$ cat config.mk
export PLATFORM = sky130hd
export DESIGN_NAME = regfile_bist
export DESIGN_NICKNAME = d
export VERILOG_FILES = /design/src/rtl/regfile_pkg.sv /design/src/rtl/regfile_bist.sv
export SDC_FILE = /design/constraint.sdc
export NUM_CORES = 1
export LEC_CHECK = 0
export ABC_CLOCK_PERIOD_IN_PS = 3400
export CORE_ASPECT_RATIO = 0.6
export CORE_UTILIZATION = 40
export DETAILED_ROUTE_END_ITERATION = 10
export PLACE_DENSITY = 0.81
export SLEW_MARGIN = 20
export SYNTH_ARGS = -nofsm -noshare
export SYNTH_HDL_FRONTEND = slang
export SYNTH_SLANG_ARGS = --single-unit
$ cat constraint.sdc
create_clock -name i_clk -period 3.4 [get_ports i_clk]
set_clock_uncertainty 0.15 [all_clocks]
set_input_delay 1.02 -clock i_clk [delete_from_list [all_inputs] [get_ports i_clk]]
set_output_delay 1.02 -clock i_clk [all_outputs]
set_load 0.005 [all_outputs]
$ cat src/rtl/regfile_pkg.sv
// Shared widths, pattern step and BIST state encoding for the register file
// self-test and anything that needs to regenerate its pattern.
package regfile_pkg;

    localparam int DATA_W = 8;
    localparam int ADDR_W = 3;
    localparam int DEPTH  = 8;

    localparam logic [7:0] PAT_STEP = 8'h11;

    typedef enum logic [1:0] {
        IDLE  = 2'd0,
        WRITE = 2'd1,
        READ  = 2'd2,
        DONE  = 2'd3
    } state_t;

    // Entry a holds seed + 0x11*a, truncated to the register width.
    function automatic logic [DATA_W-1:0] pattern(input logic [DATA_W-1:0] seed,
                                                  input logic [ADDR_W-1:0] addr);
        return seed + DATA_W'(PAT_STEP) * DATA_W'(addr);
    endfunction

endpackage

$ cat src/rtl/regfile_bist.sv
// Self-test initiator for the 8x8 register file: writes a seeded pattern to
// every entry, reads it back two entries per cycle and reports the result.
//
// state | meaning
// IDLE  | rf pins released (write disabled, addr/data 0); results hold
// WRITE | one entry written per cycle, counter is the write address
// READ  | one address pair checked per cycle, counter is the pair index
// DONE  | one-cycle done pulse, pass/fail_count/fail_addr final
module regfile_bist #(
    parameter int DATA_W = regfile_pkg::DATA_W,
    parameter int ADDR_W = regfile_pkg::ADDR_W,
    parameter int DEPTH  = regfile_pkg::DEPTH
) (
    input  logic              i_clk,
    input  logic              i_reset,
    input  logic              i_start,
    input  logic [DATA_W-1:0] i_seed,
    output logic              o_busy,
    output logic              o_done,
    output logic              o_pass,
    output logic [ADDR_W:0]   o_fail_count,
    output logic [ADDR_W-1:0] o_fail_addr,
    output logic [ADDR_W-1:0] o_rf_write_addr,
    output logic [DATA_W-1:0] o_rf_write_data,
    output logic              o_rf_regwrite_n,
    output logic [ADDR_W-1:0] o_rf_read_addr_1,
    output logic [ADDR_W-1:0] o_rf_read_addr_2,
    input  logic [DATA_W-1:0] i_rf_read_data_1,
    input  logic [DATA_W-1:0] i_rf_read_data_2
);
    import regfile_pkg::*;

    localparam int              CNT_W  = ADDR_W + 1;
    localparam logic [ADDR_W-1:0] W_LAST = ADDR_W'(DEPTH - 1);
    localparam logic [ADDR_W-1:0] R_LAST = ADDR_W'(DEPTH / 2 - 1);

    state_t              r_state;
    logic [ADDR_W-1:0]   r_cnt;
    logic [DATA_W-1:0]   r_seed;

    logic [ADDR_W-1:0]   w_rd_addr_1;
    logic [ADDR_W-1:0]   w_rd_addr_2;
    logic [DATA_W-1:0]   w_exp_1;
    logic [DATA_W-1:0]   w_exp_2;
    logic [DATA_W-1:0]   w_wr_data;
    logic                w_miss_1;
    logic                w_miss_2;
    logic [ADDR_W:0]     w_fail_count_nxt;

    always_comb begin
        w_rd_addr_1      = {r_cnt[ADDR_W-2:0], 1'b0};
        w_rd_addr_2      = {r_cnt[ADDR_W-2:0], 1'b1};
        w_exp_1          = r_seed + DATA_W'(PAT_STEP) * DATA_W'(w_rd_addr_1);
        w_exp_2          = r_seed + DATA_W'(PAT_STEP) * DATA_W'(w_rd_addr_2);
        w_wr_data        = r_seed + DATA_W'(PAT_STEP) * DATA_W'(r_cnt);
        w_miss_1         = (r_state == READ) && (i_rf_read_data_1 != w_exp_1);
        w_miss_2         = (r_state == READ) && (i_rf_read_data_2 != w_exp_2);
        w_fail_count_nxt = o_fail_count + CNT_W'(w_miss_1) + CNT_W'(w_miss_2);

        // Pins stay parked outside the phase that owns them.
        o_rf_regwrite_n  = 1'b1;
        o_rf_write_addr  = '0;
        o_rf_write_data  = '0;
        o_rf_read_addr_1 = '0;
        o_rf_read_addr_2 = '0;
        case (r_state)
            WRITE: begin
                o_rf_regwrite_n = 1'b0;
                o_rf_write_addr = r_cnt;
                o_rf_write_data = w_wr_data;
            end
            READ: begin
                o_rf_read_addr_1 = w_rd_addr_1;
                o_rf_read_addr_2 = w_rd_addr_2;
            end
            default: ;
        endcase
    end

    always_ff @(posedge i_clk) begin
        if (i_reset) begin
            r_state      <= IDLE;
            r_cnt        <= '0;
            r_seed       <= '0;
            o_busy       <= 1'b0;
            o_done       <= 1'b0;
            o_pass       <= 1'b0;
            o_fail_count <= '0;
            o_fail_addr  <= '0;
        end else begin
            o_done <= 1'b0;
            case (r_state)
                IDLE: begin
                    if (i_start) begin
                        r_seed       <= i_seed;
                        r_cnt        <= '0;
                        o_busy       <= 1'b1;
                        o_pass       <= 1'b0;
                        o_fail_count <= '0;
                        o_fail_addr  <= '0;
                        r_state      <= WRITE;
                    end
                end
                WRITE: begin
                    if (r_cnt == W_LAST) begin
                        r_cnt   <= '0;
                        r_state <= READ;
                    end else begin
                        r_cnt <= r_cnt + 1'b1;
                    end
                end
                READ: begin
                    o_fail_count <= w_fail_count_nxt;
                    // A zero count means no mismatch recorded yet; port 1 has the lower address.
                    if (o_fail_count == '0) begin
                        if (w_miss_1) begin
                            o_fail_addr <= w_rd_addr_1;
                        end else if (w_miss_2) begin
                            o_fail_addr <= w_rd_addr_2;
                        end
                    end
                    if (r_cnt == R_LAST) begin
                        r_cnt   <= '0;
                        o_busy  <= 1'b0;
                        o_done  <= 1'b1;
                        o_pass  <= (w_fail_count_nxt == '0);
                        r_state <= DONE;
                    end else begin
                        r_cnt <= r_cnt + 1'b1;
                    end
                end
                DONE: begin
                    r_state <= IDLE;
                end
                default: begin
                    r_state <= IDLE;
                end
            endcase
        end
    end

endmodule

=== Word level (Yosys, flattened, before mapping) ===
Cells that the tools add are included.

* Input bits: 27
* Logic and storage cells: 70
* Bits in registers: 23

* Reductions and logical operators: 14
* Equal/unequal tests: 12
* Add/subtract/negate cells: 6
* Multipliers: 3
* Bitwise logic cells: 1
* Mux-type cells: 26

{| class="wikitable"
|+ Operators by type and width
! kind !! count
|-
| $mux 3 || 9
|-
| $add 8x8->8 || 3
|-
| $mul 5x3->8 const A || 2
|-
| $ne 8x8->1 || 2
|-
| $pmux 3 s3 || 1
|-
| $add 4x1->4 || 2
|-
| $logic_not 4->1 || 2
|-
| $mux 8 || 1
|-
| $pmux 2 s4 || 1
|-
| $pmux 4 s2 || 1
|-
| $mul 5x2->7 const A || 1
|-
| $mux 1 || 6
|-
| $mux 2 || 3
|-
| $pmux 3 s2 || 1
|-
| $reduce_and 2->1 || 3
|-
| $reduce_and 3->1 || 2
|-
| $eq 2x2->1 const B || 2
|-
| $mux 4 || 1
|-
| $ne 2x1->1 const B || 2
|-
| $ne 2x2->1 const B || 2
|-
| $pmux 1 s2 || 2
|-
| $reduce_and 4->1 || 1
|-
| $add 3x1->3 const B || 1
|-
| $eq 3x2->1 const B || 1
|-
| 9 further kinds || 10
|}

=== Depth between registers and ports, before layout ===
Gate-level depths: netlist (run 1).

* Depth in word-level cells: 9
* Mapped depth: 16
* Depth with buffers taken out: 16

=== Worst setup path after synthesis (run 1) ===
No wires, ideal clock.

* Path type: register -> register
* Start: reg r_cnt[0]
* End: reg o_pass
* Buffers on the path: 0
* Setup slack: -0.037 ns
* Setup time: 0.070 ns
* Stages on the path, launching flop included: 16
* Required time: 3.180 ns
* Data arrival time: 3.216 ns
* Path through: dfxtp_1 > ha_1 > ha_1 > inv_1 > fa_1 > nor2b_1 > o211ai_1 > and3_1 > o22ai_1 > o21ai_0 > fa_1 > inv_1 > ha_1 > nor3b_1 > nand4_1 > a21oi_1

* Longest elaborated chain between the ends: 9

{| class="wikitable"
|+ Ends and longest elaborated chain
! what !! RTL line !! source
|-
| from (decl) || regfile_bist.sv:38 || <nowiki>logic [ADDR_W-1:0] r_cnt;</nowiki>
|-
| from (signal assigned) || regfile_bist.sv:109 || <nowiki>r_cnt <= r_cnt + 1'b1;</nowiki>
|-
| from (signal assigned) || regfile_bist.sv:129 || <nowiki>r_cnt <= r_cnt + 1'b1;</nowiki>
|-
| $mul 5x2->7 || regfile_bist.sv:53 || <nowiki>w_exp_1 = r_seed + DATA_W'(PAT_STEP) * DATA_W'(w_rd_addr_1);</nowiki>
|-
| $add 8x8->8 || regfile_bist.sv:53 ||
|-
| $ne 8x8->1 || regfile_bist.sv:56 || <nowiki>w_miss_1 = (r_state == READ) && (i_rf_read_data_1 != w_exp_1);</nowiki>
|-
| $logic_and 1x1->1 || regfile_bist.sv:56 ||
|-
| $add 4x1->4 (2 in series) || regfile_bist.sv:58 || <nowiki>w_fail_count_nxt = o_fail_count + CNT_W'(w_miss_1) + CNT_W'(w_miss_2);</nowiki>
|-
| $logic_not 4->1 || regfile_bist.sv:126 || <nowiki>o_pass <= (w_fail_count_nxt == '0);</nowiki>
|-
| $mux 1 || regfile_bist.sv:122 || <nowiki>if (r_cnt == R_LAST) begin</nowiki>
|-
| $pmux 1 s2 || regfile_bist.sv:92 || <nowiki>case (r_state)</nowiki>
|-
| to (signal assigned) || regfile_bist.sv:126 ||
|-
| to (decl) || regfile_bist.sv:20 || <nowiki>output logic o_pass,</nowiki>
|}

Parallel ways exist; a longest one is shown, timed or not. The select of a mux whose other input is x is not followed.
A chain may end at the register's enable or synchronous reset.

=== Final worst setup path (run 1) ===
* Start: in i_rf_read_data_1[1]
* End: reg o_fail_count[2]

* Longest elaborated chain between the ends: 5

{| class="wikitable"
|+ Ends and longest elaborated chain
! what !! RTL line !! source
|-
| from (decl) || regfile_bist.sv:28 || <nowiki>input logic [DATA_W-1:0] i_rf_read_data_1,</nowiki>
|-
| $ne 8x8->1 || regfile_bist.sv:56 ||
|-
| $logic_and 1x1->1 || regfile_bist.sv:56 ||
|-
| $add 4x1->4 (2 in series) || regfile_bist.sv:58 ||
|-
| $pmux 4 s2 || regfile_bist.sv:92 ||
|-
| to (signal assigned) || regfile_bist.sv:113 || <nowiki>o_fail_count <= w_fail_count_nxt;</nowiki>
|-
| to (decl) || regfile_bist.sv:21 || <nowiki>output logic [ADDR_W:0] o_fail_count,</nowiki>
|}

Every way passes these cells.

==> out/qor.log, run 1 <==
qor: setup_path.path_cells clkdlybuf4s50_1 -> xor2_1 -> nor3_2 -> nand2_1 -> o41ai_2 -> fa_2 -> inv_2 -> ha_4 -> buf_4 -> nand3_1 -> o21ai_1 -> a22oi_1 -> nor2_1
qor: clock_tree.clockBufferDepth 2
qor: sta.timing.fmax 297 MHz
qor: grt.grt_start_max_net_pins 26
qor: sta.final-setup-viol-count 0
qor: setup_path.cp_max_fo 2
qor: clock_tree.cts_root_buf sky130_fd_sc_hd__clkbuf_8
qor: worst_hold_path.min_delay_worst_type reg2reg
qor: worst_hold_path.worstHoldPathCells 2
qor: synth.mappedNetlistArea 0.00209 sq mm
qor: setup_path.regToRegSetupSlack 0.05 ns
qor: clock_tree.cts-buffers-inserted 3
qor: power_and_ir_drop.power.density_cell_area 435 mW/mm^2
qor: grt.globalRouteOverflowTotal 0
qor: final_layout.finalNetCount 398
qor: placed_design.placement.io_buffers 53
qor: grt.grt_pass1_vias 1,878
qor: sta.rsz0062_at_grt true
qor: synth.synth-seq-area-share 22.0%
qor: setup_path.worst_r2r_startpoint r_cnt[0]
qor: drt.post_route_drc 0
qor: setup_path.worst_path_largest_cell_delay 0.41 ns
qor: synth.ys_seq_elements 23
qor: clock_tree.cts_hold_repair.buffers 0
qor: synth.synth-main-ff-cell sky130_fd_sc_hd__dfxtp_1
qor: floorplan.core_region_area 0.00480 sq mm
qor: clock_tree.clock_tree_from_tritoncts done
qor: synth.ys_top_cells_by_area sky130_fd_sc_hd__dfxtp_1 (22%), sky130_fd_sc_hd__ha_1 (17%), sky130_fd_sc_hd__xnor2_1 (6.3%)
qor: final_layout.areaGrowthSynthToFinish 49.3%
qor: placed_design.instance_area_after_placement 0.00282 sq mm
qor: job.maximum_capacitance_violations 0
qor: synth.post-synth-top-count-cell sky130_fd_sc_hd__ha_1
qor: sta.post-route-period-util 99.1%
qor: placed_design.globalplace.congestion 0.888
qor: drt.detail_route.wl_per_cell 15.2 microns
qor: drt.drt-pass1-iter-count 4
qor: synth.synth.lib_cells_used.distinct 39
qor: sta.final.min_clock_period 3.37 ns
qor: setup_path.timing.critical_path.to_type flop
qor: placed_design.post_detail_place_hpwl 4380 microns
qor: outcome.outcome complete, no violations
qor: synth.synth.avg_cell_area 8.11 sq um
qor: synth.synthesis.instances 258
qor: synth.synthArstFlopShare 0%
qor: clock_tree.clk_pin_slew 0.08 ns
qor: final_layout.insertedDiodeCount 0
qor: grt.gr-usage-met2 33.4%
qor: setup_path.worst-endpoint-arrival 3.37 ns
qor: sta.final-max-slew-violation-count 0
qor: drt.antenna_left 0
qor: drt.drt_iter0_markers 117
qor: synth.yosysWarningCount 0
qor: sta.hold_viol 0
qor: setup_path.worst_path_max_delay_cell sky130_fd_sc_hd__clkdlybuf4s50_1
qor: grt.grt.busiest_layer met2
qor: final_layout.post_layout_instance_area 0.00312 sq mm
qor: synth.netlist_top_cells_count sky130_fd_sc_hd__ha_1 (29), sky130_fd_sc_hd__nand2_1 (27), sky130_fd_sc_hd__nor2_1 (26)
qor: setup_path.worstRegToRegCells 15
qor: grt.global_route.usage.met3 3.41%
qor: floorplan.die-area 0.00553 sq mm
qor: drt.routed_wirelength 6060 microns
qor: synth.synth_fp_nets 319
qor: setup_path.criticalPathCategory in2reg
qor: setup_path.worst_ep_required_time 3.40 ns
qor: grt.grt_pass1_wl 8580 microns
qor: synth.yosys.area.top_type_share 22.0%
qor: sta.accumulated_negative_setup_slack 0 ns
qor: floorplan.io-pin-count 55
qor: power_and_ir_drop.ir_worst_vdd 0.324 mV
qor: worst_hold_path.timing.hold.worst.start o_fail_addr[1]
qor: floorplan.die_width 95.4 microns
qor: synth.synth_area_leader_cell sky130_fd_sc_hd__dfxtp_1
qor: floorplan.fp.dieH 58.0 microns
qor: clock_tree.cts-htree-levels 1
qor: grt.initial_antenna_violation_count 0
qor: power_and_ir_drop.total_leakage_power 0.00130 uW
qor: drt.num_vias 2,094
qor: clock_tree.insertion_delay 0.26 ns
qor: final_layout.drive_above_1_share 22.0%
qor: synth.synth_edf_count 0
qor: worst_hold_path.timing.hold.worst_endpoint o_fail_addr[1]
qor: floorplan.core.rowCount 19
qor: grt.globalRouteTotalUtil 20.4%
qor: setup_path.r2r_endpoint o_fail_count[2]
qor: grt.gr-usage-met1 28.0%
qor: clock_tree.numClockSinks 23
qor: floorplan.floorplan.initialDensity 43.6%
qor: drt.drt-vias-per-instance 5.25
qor: setup_path.start_kind input pin
## what timing repair did
action	CTS	global route
buffers inserted	0	8
resized for setup	17	41
gates cloned	0	0
pin swaps	4	22
setup endpoints to repair	8	8
## per-layer routing
metal  vias up  share of wire [%]
met5         -                  0
met4         0                1.3
met3        12                5.5
met2        81                 47
met1       979                 46
li1       1022                  -
## layout make-up
cell class / instances / area, sq um
tap: 63 / 78.8
clock buffer: 4 / 45.0
timing repair buffer: 84 / 767
fill: 388 / 1680
sequential: 23 / 474
multi-input combinational: 207 / 1690
inverter: 18 / 67.6
## worst max-delay path, delay by kind of cell
kind            cells  cell delay, ns
compound gates      3            0.63
simple gates        4            0.54
xor+xnor            1            0.16
fa+ha+maj           2            0.43
buf+inv             3            0.59
## registers in the layout, summed over array words and instances (netlist names)
register      count
o_busy            1
o_done            1
o_fail_addr       3
o_fail_count      4
o_pass            1
r_cnt             3
r_seed            8
r_state           2
## kinds of logic after synthesis
kind of cell	synth area share (%)
buf+inv	5.92
mux	1.91
xor+xnor	12.1
flops	22.0
compound gates	15.2
fa+ha+maj	22.1
other cells	0.179
simple gates	20.5
## where the power goes
| part | leakage [uW] | total (uW) | internal (uW) | switching (uW) |
|---|---|---|---|---|
| clock | 0.0000228 | 170 | 83.7 | 86.4 |
| combinational | 0.00109 | 832 | 396 | 436 |
| sequential | 0.000191 | 356 | 314 | 42.5 |
## per-stage QoR
stage               utilization (%)  setup slack (ns)  power, uW  hold slack (ns)  cells
floorplan                         -            0.0392        829            0.305    258
global placement               58.8            -0.285       1080            0.314    387
detailed placement             58.8            -0.385       1100            0.325    387
CTS                            60.6            -0.128       1290            0.339    391
global route                   65.0            -0.121       1450            0.355    399
finish                         65.0            0.0301       1360            0.337    399
## worst max path at each step
stage | endpoint | slack, ns | from
after detailed placement | o_pass | -0.39 | i_rf_read_data_1[3]
after global routing | o_fail_count[2] | -0.12 | r_cnt[0]
after CTS | o_rf_write_data[7] | -0.13 | r_seed[1]
after floorplan | o_pass | 0.04 | r_cnt[0]
after global placement | o_pass | -0.28 | i_rf_read_data_1[3]
final | o_fail_count[2] | 0.03 | i_rf_read_data_1[1]
## placed cells by master (no fill, tap or decap), types with 3 or more instances in the layout
| cell | n |
|---|---|
| sky130_fd_sc_hd__nand2_1 | 27 |
| sky130_fd_sc_hd__a21oi_2 | 3 |
| sky130_fd_sc_hd__nor2b_1 | 4 |
| sky130_fd_sc_hd__dfxtp_4 | 3 |
| sky130_fd_sc_hd__buf_4 | 30 |
| sky130_fd_sc_hd__ha_4 | 7 |
| sky130_fd_sc_hd__xor2_1 | 12 |
| sky130_fd_sc_hd__o21ai_0 | 7 |
| sky130_fd_sc_hd__dlygate4sd2_1 | 3 |
| sky130_fd_sc_hd__inv_1 | 15 |
| sky130_fd_sc_hd__clkdlybuf4s50_1 | 46 |
| sky130_fd_sc_hd__inv_2 | 3 |
| sky130_fd_sc_hd__mux2i_1 | 4 |
| sky130_fd_sc_hd__dfxtp_1 | 18 |
| sky130_fd_sc_hd__a21oi_1 | 18 |
| sky130_fd_sc_hd__ha_1 | 20 |
| sky130_fd_sc_hd__xnor2_1 | 14 |
| sky130_fd_sc_hd__fa_2 | 5 |
| sky130_fd_sc_hd__and2_1 | 6 |
| sky130_fd_sc_hd__nor2_1 | 26 |
| sky130_fd_sc_hd__and3_1 | 3 |
| sky130_fd_sc_hd__nor3_1 | 3 |
| sky130_fd_sc_hd__nand2b_1 | 6 |
| sky130_fd_sc_hd__o211ai_1 | 3 |
| sky130_fd_sc_hd__clkbuf_8 | 3 |
(Power assumes the default switching activity.)
==> run 2, diff against run 1 <==
--- a/config.mk
+++ b/config.mk
@@ -9,6 +9,7 @@
 export CORE_ASPECT_RATIO = 0.6
 export CORE_UTILIZATION = 40
 export DETAILED_ROUTE_END_ITERATION = 10
+export GPL_ROUTABILITY_DRIVEN = 0
 export PLACE_DENSITY = 0.81
 export SLEW_MARGIN = 20
 export SYNTH_ARGS = -nofsm -noshare
==> results of run 2 <==
Final layout, timing and power as in run 1 (identical DEF).
